[src/rtl/alu_arbiter.sv]
// alu_arbiter: shares one combinational 16-bit ALU between two requesters.
// Port 0 is the execute-stage issue path and port 1 is the address/branch helper.
// The winner's operands are registered toward the ALU. After LAT settle cycles the
// ALU outputs are captured into the result registers, and the granted port receives
// a one-cycle done pulse.
module alu_arbiter #(
  parameter int FIXED_PRIO = 0,
  parameter int LAT        = 1
) (
  input  logic        clk,
  input  logic        rst,
  input  logic        req0,
  input  logic [4:0]  op0,
  input  logic        sign0,
  input  logic [15:0] a0,
  input  logic [15:0] b0,
  input  logic        req1,
  input  logic [4:0]  op1,
  input  logic        sign1,
  input  logic [15:0] a1,
  input  logic [15:0] b1,
  output logic        gnt0,
  output logic        gnt1,
  output logic        done0,
  output logic        done1,
  output logic [15:0] result,
  output logic        ofl,
  output logic        zero,
  output logic        busy,
  output logic [15:0] alu_A,
  output logic [15:0] alu_B,
  output logic [4:0]  alu_Op,
  output logic        alu_sign,
  input  logic [15:0] alu_Out,
  input  logic        alu_OFL,
  input  logic        alu_Zero
);

  typedef enum logic {IDLE, EXEC} state_t;

  // Only 1..4 settle cycles fit the 2-bit countdown; anything else stops elaboration.
  if (LAT < 1 || LAT > 4) begin : gLatCheck
    $error("alu_arbiter: LAT must be in the range 1..4");
  end

  localparam logic [1:0] CNT_INIT = 2'(LAT - 1);

  state_t      state_q;
  logic [1:0]  cnt_q;
  logic        lastGnt_q;
  logic        gnt0_q;
  logic        gnt1_q;
  logic        done0_q;
  logic        done1_q;
  logic [15:0] result_q;
  logic        ofl_q;
  logic        zero_q;
  logic [15:0] aluA_q;
  logic [15:0] aluB_q;
  logic [4:0]  aluOp_q;
  logic        aluSign_q;

  logic        anyReq;
  logic        winner_d;

  // Choose which port would win if arbitration happens this cycle (1 = port 1).
  always_comb begin
    anyReq   = req0 | req1;
    winner_d = 1'b0;
    if (req0 && req1) begin
      winner_d = (FIXED_PRIO != 0) ? 1'b0 : ~lastGnt_q;
    end else if (req1) begin
      winner_d = 1'b1;
    end
  end

  // Arbitration/settle FSM; every output pulse and ALU operand is registered here.
  always_ff @(posedge clk or posedge rst) begin
    if (rst) begin
      state_q   <= IDLE;
      cnt_q     <= 2'd0;
      lastGnt_q <= 1'b1;
      gnt0_q    <= 1'b0;
      gnt1_q    <= 1'b0;
      done0_q   <= 1'b0;
      done1_q   <= 1'b0;
      result_q  <= 16'd0;
      ofl_q     <= 1'b0;
      zero_q    <= 1'b0;
      aluA_q    <= 16'd0;
      aluB_q    <= 16'd0;
      aluOp_q   <= 5'd0;
      aluSign_q <= 1'b0;
    end else begin
      gnt0_q  <= 1'b0;
      gnt1_q  <= 1'b0;
      done0_q <= 1'b0;
      done1_q <= 1'b0;
      case (state_q)
        IDLE: begin
          if (anyReq) begin
            aluOp_q   <= winner_d ? op1   : op0;
            aluSign_q <= winner_d ? sign1 : sign0;
            aluA_q    <= winner_d ? a1    : a0;
            aluB_q    <= winner_d ? b1    : b0;
            lastGnt_q <= winner_d;
            cnt_q     <= CNT_INIT;
            gnt0_q    <= ~winner_d;
            gnt1_q    <= winner_d;
            state_q   <= EXEC;
          end
        end
        EXEC: begin
          if (cnt_q == 2'd0) begin
            result_q <= alu_Out;
            ofl_q    <= alu_OFL;
            zero_q   <= alu_Zero;
            done0_q  <= ~lastGnt_q;
            done1_q  <= lastGnt_q;
            state_q  <= IDLE;
          end else begin
            cnt_q <= cnt_q - 2'd1;
          end
        end
        default: state_q <= IDLE;
      endcase
    end
  end

  assign gnt0     = gnt0_q;
  assign gnt1     = gnt1_q;
  assign done0    = done0_q;
  assign done1    = done1_q;
  assign result   = result_q;
  assign ofl      = ofl_q;
  assign zero     = zero_q;
  assign busy     = (state_q == EXEC);
  assign alu_A    = aluA_q;
  assign alu_B    = aluB_q;
  assign alu_Op   = aluOp_q;
  assign alu_sign = aluSign_q;

endmodule

[config.mk]
export PLATFORM = sky130hd
export DESIGN_NAME = alu_arbiter
export DESIGN_NICKNAME = d
export VERILOG_FILES = /design/src/rtl/alu_arbiter.sv
export SDC_FILE = /design/constraint.sdc
export NUM_CORES = 1
export LEC_CHECK = 0
export ABC_AREA = 1
export CAP_MARGIN = 10
export CORE_MARGIN = 8
export CORE_UTILIZATION = 44
export CTS_CLUSTER_SIZE = 28
export DETAILED_ROUTE_END_ITERATION = 8
export PLACE_DENSITY = 0.82
export SLEW_MARGIN = 20
export SYNTH_ARGS = -nofsm -noshare
export SYNTH_HDL_FRONTEND = slang
export SYNTH_SLANG_ARGS = --single-unit
[constraint.sdc]
create_clock -name clk -period 5 [get_ports clk]
set_clock_uncertainty 0.2 [all_clocks]
set_input_delay 1 -clock clk [delete_from_list [all_inputs] [get_ports clk]]
set_output_delay 1 -clock clk [all_outputs]
set_load 0.03 [all_outputs]
# Word level (Yosys, flattened, before mapping)
# Cells that the tools add are included.
# W data, S select, Z words.
totals:
  regBits: 64
  in_bits: 98
  output_inout_bits: 61
  word_cells: 46
op_classes:
  add_sub_neg: 1
  n_eq_ne: 2
  mux: 20
  bitwise: 4
  n_reduce_logical: 5
ops:
  columns: ["op", "count"]
  rows:
  - ["$mux W16", 2]
  - ["$mux W1", 13]
  - ["$reduce_and A2 Y1", 3]
  - ["$mux W5", 1]
  - ["$mux W2", 2]
  - ["$ne A2 B2 Y1 const B", 2]
  - ["$pmux W2 S2", 1]
  - ["$not A1 Y1", 3]
  - ["$logic_not A2 Y1", 1]
  - ["$pmux W1 S2", 1]
  - ["$sub A2 B1 Y2 const B", 1]
  - ["$logic_and A1 B1 Y1", 1]
  - ["$or A1 B1 Y1", 1]

# Depth between registers and ports, before layout
# Gate-level depths: netlist of the first run.
depth:
  ltp_word: 5
  ltp_mapped: 7

# Worst setup path before layout of the first run
# Ideal clock, no wire load.
synth_timing:
  kind: "input to register"
  start: "input req1"
  end: "register aluB_q[0], in the netlist alu_B[0]"
  setup_ps: 118
  arrival_time_ps: 1670
  t_required_ps: 4682
  slack_ps: 3012
  stages: 7
  n_path_buf: 3
  path_cell_list: "buf_4 nor2_1 nor2_2 buf_6 buf_6 nand3_1 nand2_1"
synth_between:
  elab_chain_cells: 3
  word_cells_on_any_way: 6
  classes_between: "3 x mux; 1 x bitwise; 2 x reduce/logical"
synth_lines:
  columns: ["element", "line_no", "rtl"]
  rows:
  - ["start: declaration", "17", "input logic req1,"]
  - ["$mux W1 or $logic_and A1 B1 Y1 (tied branches)", "72, 70", null]
  - ["$mux W1", "70", "if (req0 && req1) begin"]
  - ["$mux W16", "105", "aluB_q <= winner_d ? b1 : b0;"]
  - ["end signal: assignment", "105", null]
  - ["end: declaration", "59", "logic [15:0] aluB_q;"]
# Parallel ways exist; a longest one is shown, timed or not.
# A chain may end at the register's enable or synchronous reset.

# Final worst setup path of the first run
layout_timing:
  start: "register state_q, in the netlist busy"
  end: "output busy"
layout_rtl:
  columns: ["element", "line_no", "rtl"]
  rows:
  - ["start: declaration", "48", "state_t state_q;"]
  - ["start signal: assignment", "80", "state_q <= IDLE;"]
  - ["start signal: assignment", "110", "state_q <= EXEC;"]
  - ["start signal: assignment", "120", "state_q <= IDLE;"]
  - ["end: declaration", "29", "output logic busy,"]
# No word-level cell between the ends.

==> results.md, run 1 <==
* Row Count at 31
* Crit-path cells: clkdlybuf4s50_1
* Crit path max fanout at 26
* Worst R2R Setup Slack at 2.73 ns
* WP data required at 3.80 ns
* Total track usage at 0.196
* Critical Path End Type: output pin
* Async SR Flop Fraction at 1.00
* Largest net degree at the start of global routing at 44
* Sequential area share after synthesis at 0.498
* Mapped Area at 0.00322 mm²
* Via count at 3,286
* Fillcell total at 602
* Die Height at 102 µm
* H-tree Lvls at 3
* Top-area cell type share of the netlist area at 0.490
* Setup TNS at 0 ns
* Hpwl dp at 7.31 mm
* Hold Vio Cnt, Final at 0
* Most common cell in the netlist: nand2_1
* NetSw at 660 µW
* Starting Density at 0.449
* Antenna-violating nets left at 0
* Port bufs at 158
* Cell variety after synth at 18
* Synth cell count leaders: 158 x nand2_1, 97 x nand3_1, 81 x inv_1
* Critical path buffers and inverters at 1
* Slowest stage cell, crit path: dfrtp_1
* XOR/XNOR share of the synthesized area at 0
* DRC viols at 0
* Max incr delay on CP at 0.89 ns
* CTS tree: yes
* Vias in the first global route at 3,341
* Largest cells by area after synthesis: dfrtp_1 49%, nand2_1 18%, nand3_1 15%
* Die ar. at 0.0103 mm²
* Wire per inst at 14.6 µm
* Mux contribution to synthesized area at 0
* Worst-case clock buffer depth at 2
* Pwr/cell area at 364 mW/mm²
* Synth Area in Compound Gates at 0.00894
* Post-detailed-route via-to-cell ratio at 4.78
* Status: finished clean
* Die Wd at 102 µm
* Iteration-0 DRC Markers at 182
* # diodes at 0
* IO Count at 159
* Post-Route WL at 10.0 mm
* Fin crit share at 0.645
* Pre-antenna DRT Iters at 5
* Largest delay contributor family on the critical path: flip-flops
* Seq pwr share at 0.374
* Cts bufs inserted at 9
* Area grow syn2layout at 55.1%
* Clk_lat worst skew at 0.32 ns
* Nets at 683
* Synthesized Nets at 537
* Synth Warn # at 0
* Hold Crit Class: flip-flop to flip-flop
* Final GP Congestion at 0.781
* Post-CTS Resized at 0
* Min cycle time layout at 3.22 ns
* Layout cells sized above 1 at 0.0424
* Syn Area/Cell at 7.35 µm²
* Core area at 0.00718 mm²
* Initial antenna violation count at 0
* First-pass GRT wire length at 16.0 mm
* Final setup viols at 0
* Post-synth top flop: dfrtp_1
* #FFs+latches synth at 64
* Gate power share at 0.384
* Largest family of logic cells by synthesized area: simple AND/OR/NAND/NOR gates
* RSZ-0062 raised after global routing: no
* Cell taking the most area after synthesis: dfrtp_1
* Worst slew pin tran at 1.00 ns
* Crit start category: flip-flop
* Max_cap viols at 0
* Post-CTS Hold Fix Bufs at 0
* Switching share of power at 0.363
* Adder-cell share of the synthesized area at 0.00389
* Clock root buffer: clkbuf_8
* Kind of critical path: flip-flop to output pin
* Synthesized instance count at 438
* Fmax achieved at 310 MHz
* Simple-gate share of the synthesized area at 0.343
* Clock power share at 0.241
* Max Slew Vio Count at 0
* Pleak at 2.63 nW
* VDD IR max at 0.201 mV
* Clk slew on worst S/H paths at 0.07 ns
* Setup Fix Bufs, Post-CTS at 0
* Post-synth EDFFs at 0
* CTS sink cnt at 64
* Power Internal at 1.16 mW
* Critical path arrival at 2.02 ns
* Gr ovfl total at 0
* Hold Worst Slack at 0.273 ns
* Max_slew headroom at 0.331
per-layer routing:
metal  vias to the layer above  track usage  routed length [µm]
li1                       1606            -                   -
met1                      1516        0.231                3880
met2                       140        0.317                4950
met3                        24       0.0557                 842
met4                         0       0.0997                 368
met5                         -            0                   0
registers in the layout, indices dropped and copies added, names as in the netlist:
| register | count |
|---|---|
| alu_Op | 5 |
| busy | 1 |
| lastGnt_q | 1 |
| ofl | 1 |
| result | 16 |
| done0 | 1 |
| alu_A | 16 |
| gnt1 | 1 |
| zero | 1 |
| done1 | 1 |
| gnt0 | 1 |
| cnt_q | 2 |
| alu_sign | 1 |
| alu_B | 16 |
worst paths after layout:
check / from / cells after the start / end
min in group asynchronous: rst / 2 / alu_B[10]$_DFFE_PP0P_
min reg2reg: result[6]$_DFFE_PP0P_ / 2 / result[6]$_DFFE_PP0P_
min: result[6]$_DFFE_PP0P_ / 2 / result[6]$_DFFE_PP0P_
max reg2reg: cnt_q[0]$_DFFE_PP0P_ / 5 / result[8]$_DFFE_PP0P_
max in group asynchronous: rst / 3 / lastGnt_q$_DFFE_PP1P_
max: busy$_DFF_PP0_ / 1 / busy
logic make-up after synthesis:
kind of cell / count (synthesis)
AOI/OAI and AO/OA: 3
and+or+nand+nor: 261
DFF: 64
adders and majority gates: 1
buffers and inverters: 109
placed cells by master (no fill, tap or decap):
cell type        Yosys  routed
bufinv_16            0       1
clkbuf_1             3       1
clkdlybuf4s50_1      0     158
ha_1                 1       1
dfstp_2              1       1
nand2_1            158     158
nor2_2               1       1
a21oi_1              1       1
o21bai_4             1       1
inv_1               81      80
clkinvlp_4           0       1
or2_2                1       1
buf_4                3       5
o21ai_0              1       1
clkinv_2             0       2
nand3_1             97      97
nor2_1               4       4
inv_2                0       1
dfrtp_1             63      63
clkinv_4             0       1
clkbuf_8             0      10
power groups by stage:
stage / combinational (mW) / clock (mW) / sequential, mW
floorplan: 0.192 / 0 / 0.874
global placement: 0.694 / 0 / 0.685
detailed placement: 0.706 / 0 / 0.687
CTS: 0.708 / 0.451 / 0.681
global route: 0.752 / 0.478 / 0.694
finish: 0.699 / 0.439 / 0.681
through the flow:
step,setup WS (ns),power [mW],util,instance area [µm²],instances
after floorplan,2.20,1.07,-,3220,438
after global placement,1.69,1.38,0.669,4800,672
after detailed placement,1.65,1.39,0.669,4800,672
after CTS,1.75,1.84,0.696,4990,688
after global routing,1.65,1.92,0.696,4990,688
final,1.78,1.82,0.696,4990,688
final cells by class:
class	count	area (µm²)	area share
Tap cell	99	124	0.0248
Multi-Input combinational cell	265	1150	0.230
Sequential cell	64	1600	0.321
Timing Repair Buffer	163	1620	0.324
Inverter	81	304	0.0609
Clock inverter	5	56.3	0.0113
Clock buffer	11	141	0.0283
worst min-delay path: cells and delay by family, from the launching register on:
| kind | cells | cell delay, ns |
|---|---|---|
| and+or+nand+nor | 2 | 0.10 |
| DFF | 1 | 0.34 |
Power figures use the tool's default switching activity.
==> inputs of run 2 (changes only) <==
--- a/config.mk
+++ b/config.mk
@@ -8,10 +8,10 @@
 export ABC_AREA = 1
 export CAP_MARGIN = 10
 export CORE_MARGIN = 8
-export CORE_UTILIZATION = 44
+export CORE_UTILIZATION = 41
 export CTS_CLUSTER_SIZE = 28
 export DETAILED_ROUTE_END_ITERATION = 8
-export PLACE_DENSITY = 0.82
+export PLACE_DENSITY = 0.77
 export SLEW_MARGIN = 20
 export SYNTH_ARGS = -nofsm -noshare
 export SYNTH_HDL_FRONTEND = slang
==> constraint.sdc (replaced) <==
create_clock -name clk -period 3 [get_ports clk]
set_clock_uncertainty 0.2 [all_clocks]
set_input_delay 0.6 -clock clk [delete_from_list [all_inputs] [get_ports clk]]
set_output_delay 0.6 -clock clk [all_outputs]
set_load 0.03 [all_outputs]
==> run 2 against run 1 <==
First-iteration DRC count shrank 39%. Sequential share of layout area shrank 0.52 points. Register-to-register slack lost 1.6 ns. Critical path depth is the same. Power grew 73%. Via count shrank 0.43%. Combinational power grew 70%. Worst setup slack lost 0.98 ns. Critical path type unchanged.
==> results.md, run 2 (synthesis results as in run 1) <==
* Status: finished clean
* Crit-path cells: clkdlybuf4s50_1
* Worst-case clock buffer depth at 2
* Cts bufs inserted at 9
* H-tree Lvls at 3
* Critical path arrival at 1.41 ns
* CTS tree: yes
* First-pass GRT wire length at 16.6 mm
* Pre-antenna DRT Iters at 4
* CP Depth at 1
* Hold EP: result[8]$_DFFE_PP0P_
* Hold depth at 2
* Post-Layout Cell Count at 698
* Iteration-0 DRC Markers at 111
* Hold Vio Cnt, Final at 0
* Setup Fix Bufs, Post-CTS at 0
* Max_cap viols at 0
* Max Slew Vio Count at 0
* Reg2Reg Capture Point: result[4]$_DFFE_PP0P_
* Post-Route WL at 10.0 mm
* Most common cell after layout, fill and taps aside: nand2_1
* Largest net degree at the start of global routing at 41
* Hpwl dp at 7.49 mm
* Die Height at 105 µm
* Total track usage at 0.184
* Nets at 690
* Min cycle time layout at 2.21 ns
* Slowest stage cell, crit path: clkdlybuf4s50_1
* Vias in the first global route at 3,269
* Most frequent cells in the layout: 158 x nand2_1, 157 x clkdlybuf4s50_1, 97 x nand3_1, 80 x inv_1, 63 x dfrtp_1
* Initial antenna violation count at 0
* Setup TNS at 0 ns
* Die Wd at 105 µm
* Clk slew on worst S/H paths at 0.08 ns
* Worst slew pin tran at 0.644 ns
* Max_slew headroom at 0.570
* Core area at 0.00769 mm²
* DRC viols at 0
* Clk_lat worst skew at 0.33 ns
* Row Count at 32
* Post-CTS Resized at 0
* Placed Instances at 682
* Crit start category: flip-flop
* WP data required at 2.20 ns
* Port bufs at 158
* Area grow syn2layout at 57.7%
* Post-CTS Hold Fix Bufs at 0
* Largest delay contributor family on the critical path: buffers and inverters
* Gr ovfl total at 0
* Wire per inst at 14.3 µm
* # diodes at 0
* Hold Crit Class: flip-flop to flip-flop
* Die ar. at 0.0109 mm²
* Critical path buffers and inverters at 1
* Worst Reg-to-Reg Cells at 6
* Fin crit share at 0.736
* Post-detailed-route via-to-cell ratio at 4.69
* R2r startpoint: cnt_q[0]$_DFFE_PP0P_
* CTS sink cnt at 64
* Antenna-violating nets left at 0
* Clock root buffer: clkbuf_8
* VDD IR max at 0.283 mV
* Worst Hold Launch: result[8]$_DFFE_PP0P_
* CP startpoint: result[6]$_DFFE_PP0P_
* Max incr delay on CP at 0.70 ns
* Layout cells sized above 1 at 0.0570
* Critical Path End Type: output pin
* Worst R2R Setup Slack at 1.16 ns
* Kind of critical path: flip-flop to output pin
* Fillcell total at 667
* Pwr/cell area at 620 mW/mm²
* Via count at 3,272
* Fmax achieved at 453 MHz
* RSZ-0062 raised after global routing: no
* Crit path max fanout at 2
* Pleak at 2.67 nW
* IO Count at 159
* Starting Density at 0.419
* Final GP Congestion at 0.779
* Final setup viols at 0
## run 2: cell count changes in the layout (fill, tap and decap cells not counted), sizes merged
cell           previous run  this run
clkdlybuf4s50           158       157
inv                      81        82
buf                       5        13
clkbuf                   11        10
clkinvlp                  1         3
bufinv                    1         2
clkinv                    3         0
## run 2: through the flow
step	util	power [mW]	cell area, µm²	hold slack (ns)	worst slack (ns)
floorplan	-	1.78	3220	0.269	0.604
global placement	0.631	2.31	4850	0.254	0.783
detailed placement	0.631	2.33	4850	0.258	0.732
CTS	0.660	3.19	5080	0.277	0.787
global route	0.660	3.32	5080	0.300	0.746
finish	0.660	3.15	5080	0.272	0.793
## run 2: worst reg2reg max path: cells and delay by family, from the launching register on
kind / cells / cell delay, ns
adders and majority gates: 1 / 0.15
DFF: 1 / 0.38
buffers and inverters: 2 / 0.32
and+or+nand+nor: 3 / 0.70
## run 2: worst max-delay path by stage
| stage | slack, ns | end |
|---|---|---|
| after floorplan | 0.60 | alu_A[0]$_DFFE_PP0P_ |
| after global placement | 0.78 | alu_sign$_DFFE_PP0P_ |
| after detailed placement | 0.73 | alu_A[8]$_DFFE_PP0P_ |
| after CTS | 0.79 | result[6] |
| after global routing | 0.75 | alu_B[0] |
| final | 0.79 | result[6] |
## run 2: power breakdown
group / internal (mW) / switching [mW] / leakage [nW] / total (mW)
registers: 1.03 / 0.0912 / 0.779 / 1.12
logic: 0.504 / 0.683 / 1.79 / 1.19
clock network: 0.493 / 0.347 / 0.105 / 0.841
total: 2.03 / 1.12 / 2.67 / 3.15
## run 2: routing by layer
metal  wire (µm)  GRT usage  up-vias
met5           0          0        -
met1        4140      0.217     1518
met3         620     0.0479       15
li1            -          -     1622
met2        5000      0.308      117
met4         253     0.0826        0
## run 2: cell type report
cell class	count	area, µm²	area share
clock buffer	10	138	0.0271
clock inverter	6	91.3	0.0180
inverter	81	304	0.0599
multi-input combinational	265	1150	0.226
sequential	64	1600	0.316
tap	102	128	0.0251
timing repair buffer	170	1670	0.328
